`config.mk`:
```
export PLATFORM = sky130hd
export DESIGN_NAME = perf_counter_bank
export DESIGN_NICKNAME = d
export VERILOG_FILES = /design/src/rtl/perf_counter_bank.sv
export SDC_FILE = /design/constraint.sdc
export NUM_CORES = 1
export LEC_CHECK = 0
export ABC_CLOCK_PERIOD_IN_PS = 1700
export CELL_PAD_IN_SITES_DETAIL_PLACEMENT = 1
export CELL_PAD_IN_SITES_GLOBAL_PLACEMENT = 2
export CORE_MARGIN = 1
export CORE_UTILIZATION = 37
export DETAILED_ROUTE_END_ITERATION = 10
export DONT_BUFFER_PORTS = 1
export GPL_TIMING_DRIVEN = 0
export PLACE_DENSITY = 0.86
export SLEW_MARGIN = 15
export SYNTH_ARGS = -nofsm -noshare
export SYNTH_HDL_FRONTEND = slang
export SYNTH_SLANG_ARGS = --single-unit
```
`constraint.sdc`:
```
create_clock -name external_clk -period 1.7 [get_ports external_clk]
set_input_delay 0.085 -clock external_clk [delete_from_list [all_inputs] [get_ports external_clk]]
set_output_delay 0.085 -clock external_clk [all_outputs]
set_load 0.01 [all_outputs]
```
`src/rtl/perf_counter_bank.sv`:
```
// Bank of NUM_EVT event counters with wrap/saturate, sticky overflow, atomic snapshot,
// and a registered hex display word that shows one channel or auto-scans all of them.
module perf_counter_bank #(
  parameter int NUM_EVT  = 4,
  parameter int CNT_W    = 11,
  parameter int SEL_W    = 3,
  parameter int SCAN_DIV = 50
) (
  input  logic                     external_clk,
  input  logic                     reset,
  input  logic                     enable,
  input  logic                     clear,
  input  logic                     sat_mode,
  input  logic                     snap,
  input  logic                     show_snap,
  input  logic [NUM_EVT-1:0]       evt_inc,
  input  logic [SEL_W-1:0]         sel,
  output logic [NUM_EVT*CNT_W-1:0] cnt_flat,
  output logic [NUM_EVT-1:0]       ovf,
  output logic [31:0]              hex
);

  localparam logic [CNT_W-1:0] MAXV     = '1;
  localparam logic [SEL_W-1:0] SCAN_SEL = '1;
  localparam int               DIV_W    = (SCAN_DIV > 1) ? $clog2(SCAN_DIV) : 1;
  localparam logic [DIV_W-1:0] DIV_LAST = DIV_W'(SCAN_DIV - 1);
  localparam logic [SEL_W-1:0] IDX_LAST = SEL_W'(NUM_EVT - 1);

  logic [CNT_W-1:0] r_cnt    [NUM_EVT];
  logic [CNT_W-1:0] r_shadow [NUM_EVT];
  logic [NUM_EVT-1:0] r_ovf;
  logic [SEL_W-1:0] r_scan_idx;
  logic [DIV_W-1:0] r_scan_div;
  logic [31:0]      r_hex;

  logic             w_scan;
  logic             w_chan_vld;
  logic [SEL_W-1:0] w_chan;
  logic [31:0]      w_hex_nxt;

  assign w_scan = (sel == SCAN_SEL);

  // Shadow captures pre-edge values, so a same-cycle clear or increment never leaks in.
  always_ff @(posedge external_clk or negedge reset) begin
    if (!reset) begin
      for (int k = 0; k < NUM_EVT; k++) begin
        r_cnt[k]    <= '0;
        r_shadow[k] <= '0;
      end
      r_ovf <= '0;
    end else begin
      if (snap) begin
        for (int k = 0; k < NUM_EVT; k++) r_shadow[k] <= r_cnt[k];
      end
      if (clear) begin
        for (int k = 0; k < NUM_EVT; k++) r_cnt[k] <= '0;
        r_ovf <= '0;
      end else if (enable) begin
        for (int k = 0; k < NUM_EVT; k++) begin
          if (evt_inc[k]) begin
            if (r_cnt[k] == MAXV) begin
              r_ovf[k] <= 1'b1;
              if (!sat_mode) r_cnt[k] <= '0;
            end else begin
              r_cnt[k] <= r_cnt[k] + CNT_W'(1);
            end
          end
        end
      end
    end
  end

  always_ff @(posedge external_clk or negedge reset) begin
    if (!reset) begin
      r_scan_idx <= '0;
      r_scan_div <= '0;
    end else if (!w_scan) begin
      r_scan_idx <= '0;
      r_scan_div <= '0;
    end else if (r_scan_div == DIV_LAST) begin
      r_scan_div <= '0;
      r_scan_idx <= (r_scan_idx == IDX_LAST) ? '0 : r_scan_idx + SEL_W'(1);
    end else begin
      r_scan_div <= r_scan_div + DIV_W'(1);
    end
  end

  always_comb begin
    w_hex_nxt  = '0;
    w_chan     = '0;
    w_chan_vld = 1'b0;
    if (sel < SEL_W'(NUM_EVT)) begin
      w_chan     = sel;
      w_chan_vld = 1'b1;
    end else if (w_scan) begin
      w_chan     = r_scan_idx;
      w_chan_vld = 1'b1;
    end
    if (w_chan_vld) begin
      for (int k = 0; k < NUM_EVT; k++) begin
        if (w_chan == SEL_W'(k)) begin
          w_hex_nxt[31:28]      = 4'(w_chan);
          w_hex_nxt[27]         = show_snap;
          w_hex_nxt[26]         = r_ovf[k];
          w_hex_nxt[CNT_W-1:0]  = show_snap ? r_shadow[k] : r_cnt[k];
        end
      end
    end
  end

  always_ff @(posedge external_clk or negedge reset) begin
    if (!reset) r_hex <= '0;
    else        r_hex <= w_hex_nxt;
  end

  for (genvar g = 0; g < NUM_EVT; g++) begin : g_flat
    assign cnt_flat[g*CNT_W +: CNT_W] = r_cnt[g];
  end

  assign ovf = r_ovf;
  assign hex = r_hex;

endmodule

```
Yosys cells after proc, flatten, opt, wreduce, memory -nomap -nowiden
Index checks and enable logic that the tools add are counted.
W data, S select, Z words.

cells by class
  add/subtract/negate cells = 6
  $lt $le $gt $ge = 1
  eq/ne operators = 15
  multiplexer cells = 44
  reductions and logical operators = 18

operator list
  cell                     number
  $mux W11                 18
  $mux W44                 2
  $add A11 B1 Y11 const B  4
  $eq A11 B11 Y1 const B   4
  $mux W6                  6
  $reduce_and A3 Y1        8
  $reduce_bool A2 Y1       9
  $mux W3                  5
  $ne A3 B3 Y1 const B     4
  $mux W1                  10
  $eq A3 B2 Y1 const B     3
  $mux W4                  2
  $add A6 B1 Y6 const B    1
  $eq A6 B6 Y1 const B     1
  $mux W5                  1
  $add A3 B1 Y3 const B    1
  $eq A3 B1 Y1 const B     1
  $eq A3 B3 Y1 const B     1
  $logic_not A3 Y1         1
  $lt A3 B3 Y1 const B     1
  $ne A2 B1 Y1 const B     1

storage, ports and cells
  bits in registers = 118
  logic and storage cells = 99

Logic depth before layout (Yosys ltp)
  depth after elaboration = 9
  mapped depth = 7

Worst setup path after synthesis
OpenSTA, ideal clock, no wires.

  kind = register -> register
  from = reg r_cnt (netlist bit cnt_flat[22])
  to = reg r_cnt (netlist bit cnt_flat[23])
  arrival = 1802 ps
  data required time = 1575 ps
  slack = -227 ps
  cell stages (with the launch flop) = 6
  buffers on the path = 0
  cells stage by stage = dfrtp_1 ha_1 nand4_4 or3_4 a21o_1 mux2_4

on the way
  cells in the longest elaborated chain, start to end = 5

ends and longest elaborated chain
  what                                               line    source
  start: declaration                                 29      logic [CNT_W-1:0] r_cnt [NUM_EVT];
  start signal: indexed assignment                   65      r_cnt[k] <= r_cnt[k] + CNT_W'(1);
  $add A11 B1 Y11 or $eq A11 B11 Y1 (tied branches)  65, 61
  $mux W11                                           61      if (r_cnt[k] == MAXV) begin
  $mux W11                                           60      if (evt_inc[k]) begin
  $mux W44                                           58      end else if (enable) begin
  $mux W44                                           55      if (clear) begin

Parallel ways exist; a longest one is shown, timed or not. The select of a mux whose other input is x is not followed.
A chain may end at the register's enable or synchronous reset.

Worst setup path after layout
  from = reg r_cnt (netlist bit cnt_flat[0])
  to = reg r_cnt (netlist bit cnt_flat[7])

Same word-level chain as after synthesis.

==> results.tsv <==
stage	metric	value	unit
finish	diodes	0	
grt	grt_pass1_wl	31.5	mm
floorplan	fp.dieH	133	µm
floorplan	die-area	0.0177	mm²
logic_synthesis	synth_ff_type	dfrtp_1	
setup_path	required	2.00	ns
setup_path	cp.arrival	2.15	ns
pwr	powerDensity	849	mW/mm²
routing	wirelength	21.1	mm
clocking	cts_made_buffers	17	
grt	use_met3	6.66	%
logic_synthesis	synth_area_leaders	dfrtp_1 (46%), mux2_2 (10%), mux2i_1 (5.0%), nand2_1 (2.2%), nor2_1 (2.2%)	
clocking	clockBufferDepth	2	
sta	holdWs	-0.643	ns
finish	drive_gt1_share	41.4	%
logic_synthesis	synth_seq_cells	117	
clocking	h-tree-depth	4	
finish	area_growth	30.8	%
logic_synthesis	synth-seq-area-share	46.0	%
setup_path	rr_worst_depth	7	
setup_path	end_kind	flip-flop	
logic_synthesis	synth-async-reset-ratio	100	%
setup_path	crit_type	reg2reg	
grt	grt_use_total	23.6	%
sta	worst_slack	-0.152	ns
run_status	status	finished, violations left	
clocking	insertion_delay	0.42	ns
sta	final-hold-violation-count	117	
finish	final_net_count	709	
min_path	hold_class	in2async	
placed_design	port_buffers	0	
sta	drv_slew	0	
logic_synthesis	synth-edff-count	0	
grt	grt-busiest-layer	met2	
sta	finalCritPeriodShare	109	%
clocking	cts_tree	built	
clocking	root_buffer	clkbuf_16	
floorplan	die_w	133	µm
logic_synthesis	synth_top_area_cell	dfrtp_1	
grt	use_met2	37.6	%
placed_design	gp_congestion	0.896	
placed_design	postPlaceCellArea	0.00673	mm²
floorplan	num_io_pins	94	
logic_synthesis	avgSynthCellArea	10.6	µm²
clocking	clock_sinks	117	
routing	num_vias	5368	
floorplan	std_cell_rows	47	
routing	drc	0	
run	cap_violations	0	
logic_synthesis	synthTopCellsByCount	dfrtp_1 (117), mux2_2 (59), nand2_1 (37), nor2_1 (37), mux2i_1 (32)	
floorplan	initial_core_util	38.1	%
finish	fin_area	0.00833	mm²
floorplan	core	0.0167	mm²
sta	rsz0062_at_grt	true	
clocking	path_clk_slew	0.06	ns
setup_path	r2r-start	cnt_flat[0]$_DFFE_PN0P_	
logic_synthesis	synth.distinct_cells	75	
finish	fin_util	49.9	%
routing	ant_nets	0	
setup_path	critPathLaunchType	flip-flop	
pwr	p_leak	3.56	nW
routing	vias_per_cell	5.83	
grt	grt_pass1_vias	5512	
setup_path	reg2reg_slack	-0.15	ns
grt	grt_max_degree	118	
sta	min_period	1.85	ns
logic_synthesis	synth.most_common_cell	dfrtp_1	
setup_path	cp_max_fo	7	
routing	dr.pass1.iters	4	
sta	skew	0.00723	ns
logic_synthesis	netlist_instances	602	
setup_path	crit_start	cnt_flat[0]$_DFFE_PN0P_	
sta	tightest_slew	0.793	ns
logic_synthesis	synth_top_area_share	46.0	%
grt	grtUsageMet1	30.3	%
setup_path	critical_path.endpoint	cnt_flat[7]$_DFFE_PN0P_	
routing	drt-initial-drc-count	309	
placed_design	hpwl	13.7	mm
setup_path	r2r_end	cnt_flat[7]$_DFFE_PN0P_	
sta	setup_viol	19	
sta	max_freq	0.540	GHz
grt	grt_overflow_total	0	
logic_synthesis	syn_area	0.00637	mm²
run_status	violations	hold timing, setup timing	
pwr	irDropWorstVdd	788	µV
clocking	ctsHoldBuffers	3	
routing	wire_per_inst	22.9	µm
sta	slew_headroom	47.2	%
logic_synthesis	ys_warn_count	0	
grt	antenna_found_initial	0	
==> flip-flops by register name, summed over array words and instances (netlist names) <==
signal      count
r_scan_idx      3
ovf             4
r_scan_div      6
hex            16
r_shadow       44
cnt_flat       44
==> metrics by stage <==
| step | cells | hold WS (ns) | setup slack (ns) | total power, W | TNS [ns] |
|---|---|---|---|---|---|
| after detailed placement | 838 | -0.206 | -0.367 | 0.00338 | -11.62 |
| after global routing | 920 | -0.663 | -0.298 | 0.00728 | -3.68 |
| after global placement | 838 | -0.206 | -0.320 | 0.00337 | -8.34 |
| after CTS | 891 | -0.657 | -0.156 | 0.00708 | -1.65 |
| after floorplan | 618 | -0.211 | -0.0184 | 0.00326 | -0.0184 |
| final | 920 | -0.643 | -0.152 | 0.00707 | -1.92 |
==> how the worst min path moves through the flow <==
| stage | start | endpoint | slack, ns | cells past startpoint |
|---|---|---|---|---|
| detailed placement | reset | cnt_flat[16]$_DFFE_PN0P_ | -0.21 | 0 |
| floorplan | reset | cnt_flat[0]$_DFFE_PN0P_ | -0.21 | 0 |
| CTS | reset | cnt_flat[14]$_DFFE_PN0P_ | -0.66 | 0 |
| finish | reset | cnt_flat[14]$_DFFE_PN0P_ | -0.64 | 0 |
| global route | reset | cnt_flat[18]$_DFFE_PN0P_ | -0.66 | 0 |
| global placement | reset | cnt_flat[16]$_DFFE_PN0P_ | -0.21 | 0 |
==> metal layers <==
| layer | part of all wire (%) | wire [µm] |
|---|---|---|
| met5 | 0 | 0 |
| met4 | 2.3 | 480 |
| met3 | 6.1 | 1290 |
| met2 | 50 | 10400 |
| met1 | 42 | 8880 |
==> power by group <==
part           leakage (nW)  switching (W)  internal [W]
Combinational          1.71       0.000327      0.000233
Sequential             1.56      0.0000690       0.00284
Clock                 0.294        0.00128       0.00233
==> critical path, stage by stage, from the launching register on <==
cell     delay, ns
dfrtp_2       0.49
ha_4          0.17
nand4_1       0.12
buf_6         0.17
o41ai_4       0.39
buf_4         0.23
or3_1         0.12
a21oi_2       0.05
==> logic make-up (layout without fill, tap and decap cells) <==
family	after synthesis	count (layout)	share of synthesized area [%]
AOI/OAI and AO/OA	131	131	15.0
xor gates and xnor gates	4	4	0.550
adders and majority gates	7	7	1.38
buffers and inverters	65	147	5.13
DFF	117	117	46.0
muxes	94	94	16.1
other	1	17	0.0589
and+or+nand+nor	183	183	15.9
==> cell type report <==
type / instances / area [µm²]
Clock inverter: 9 / 100
Sequential cell: 117 / 2970
Clock buffer: 22 / 494
Timing Repair Buffer: 52 / 418
Fill cell: 1820 / 8370
Inverter: 15 / 56.3
Tap cell: 220 / 275
Buffer: 49 / 317
Multi-Input combinational cell: 436 / 3700
==> repair_timing <==
action	in CTS	in global routing
gates resized for setup	94	55
setup endpoints to repair	48	48
pin swaps	24	30
cloned	1	0
setup buffers	19	31
endpoints found under the hold margin	123	117
==> layout by cell type, fill, tap and decap left out, drive strengths merged, types with 4 or more instances in the layout <==
| master | instances |
|---|---|
| a2111oi | 5 |
| a211oi | 8 |
| a21oi | 25 |
| a221o | 6 |
| a221oi | 11 |
| a22oi | 6 |
| a31oi | 8 |
| and2 | 4 |
| and3 | 6 |
| and4 | 5 |
| buf | 82 |
| clkbuf | 38 |
| clkinv | 5 |
| conb | 17 |
| dfrtp | 117 |
| ha | 7 |
| inv | 15 |
| mux2 | 62 |
| mux2i | 32 |
| nand2 | 37 |
| nand2b | 5 |
| nand3 | 15 |
| nand3b | 4 |
| nand4 | 12 |
| nor2 | 37 |
| nor2b | 5 |
| nor3 | 14 |
| nor4 | 12 |
| o21a | 4 |
| o21ai | 20 |
| o31ai | 4 |
| o41ai | 4 |
| or3 | 11 |
(Power assumes the default switching activity.)
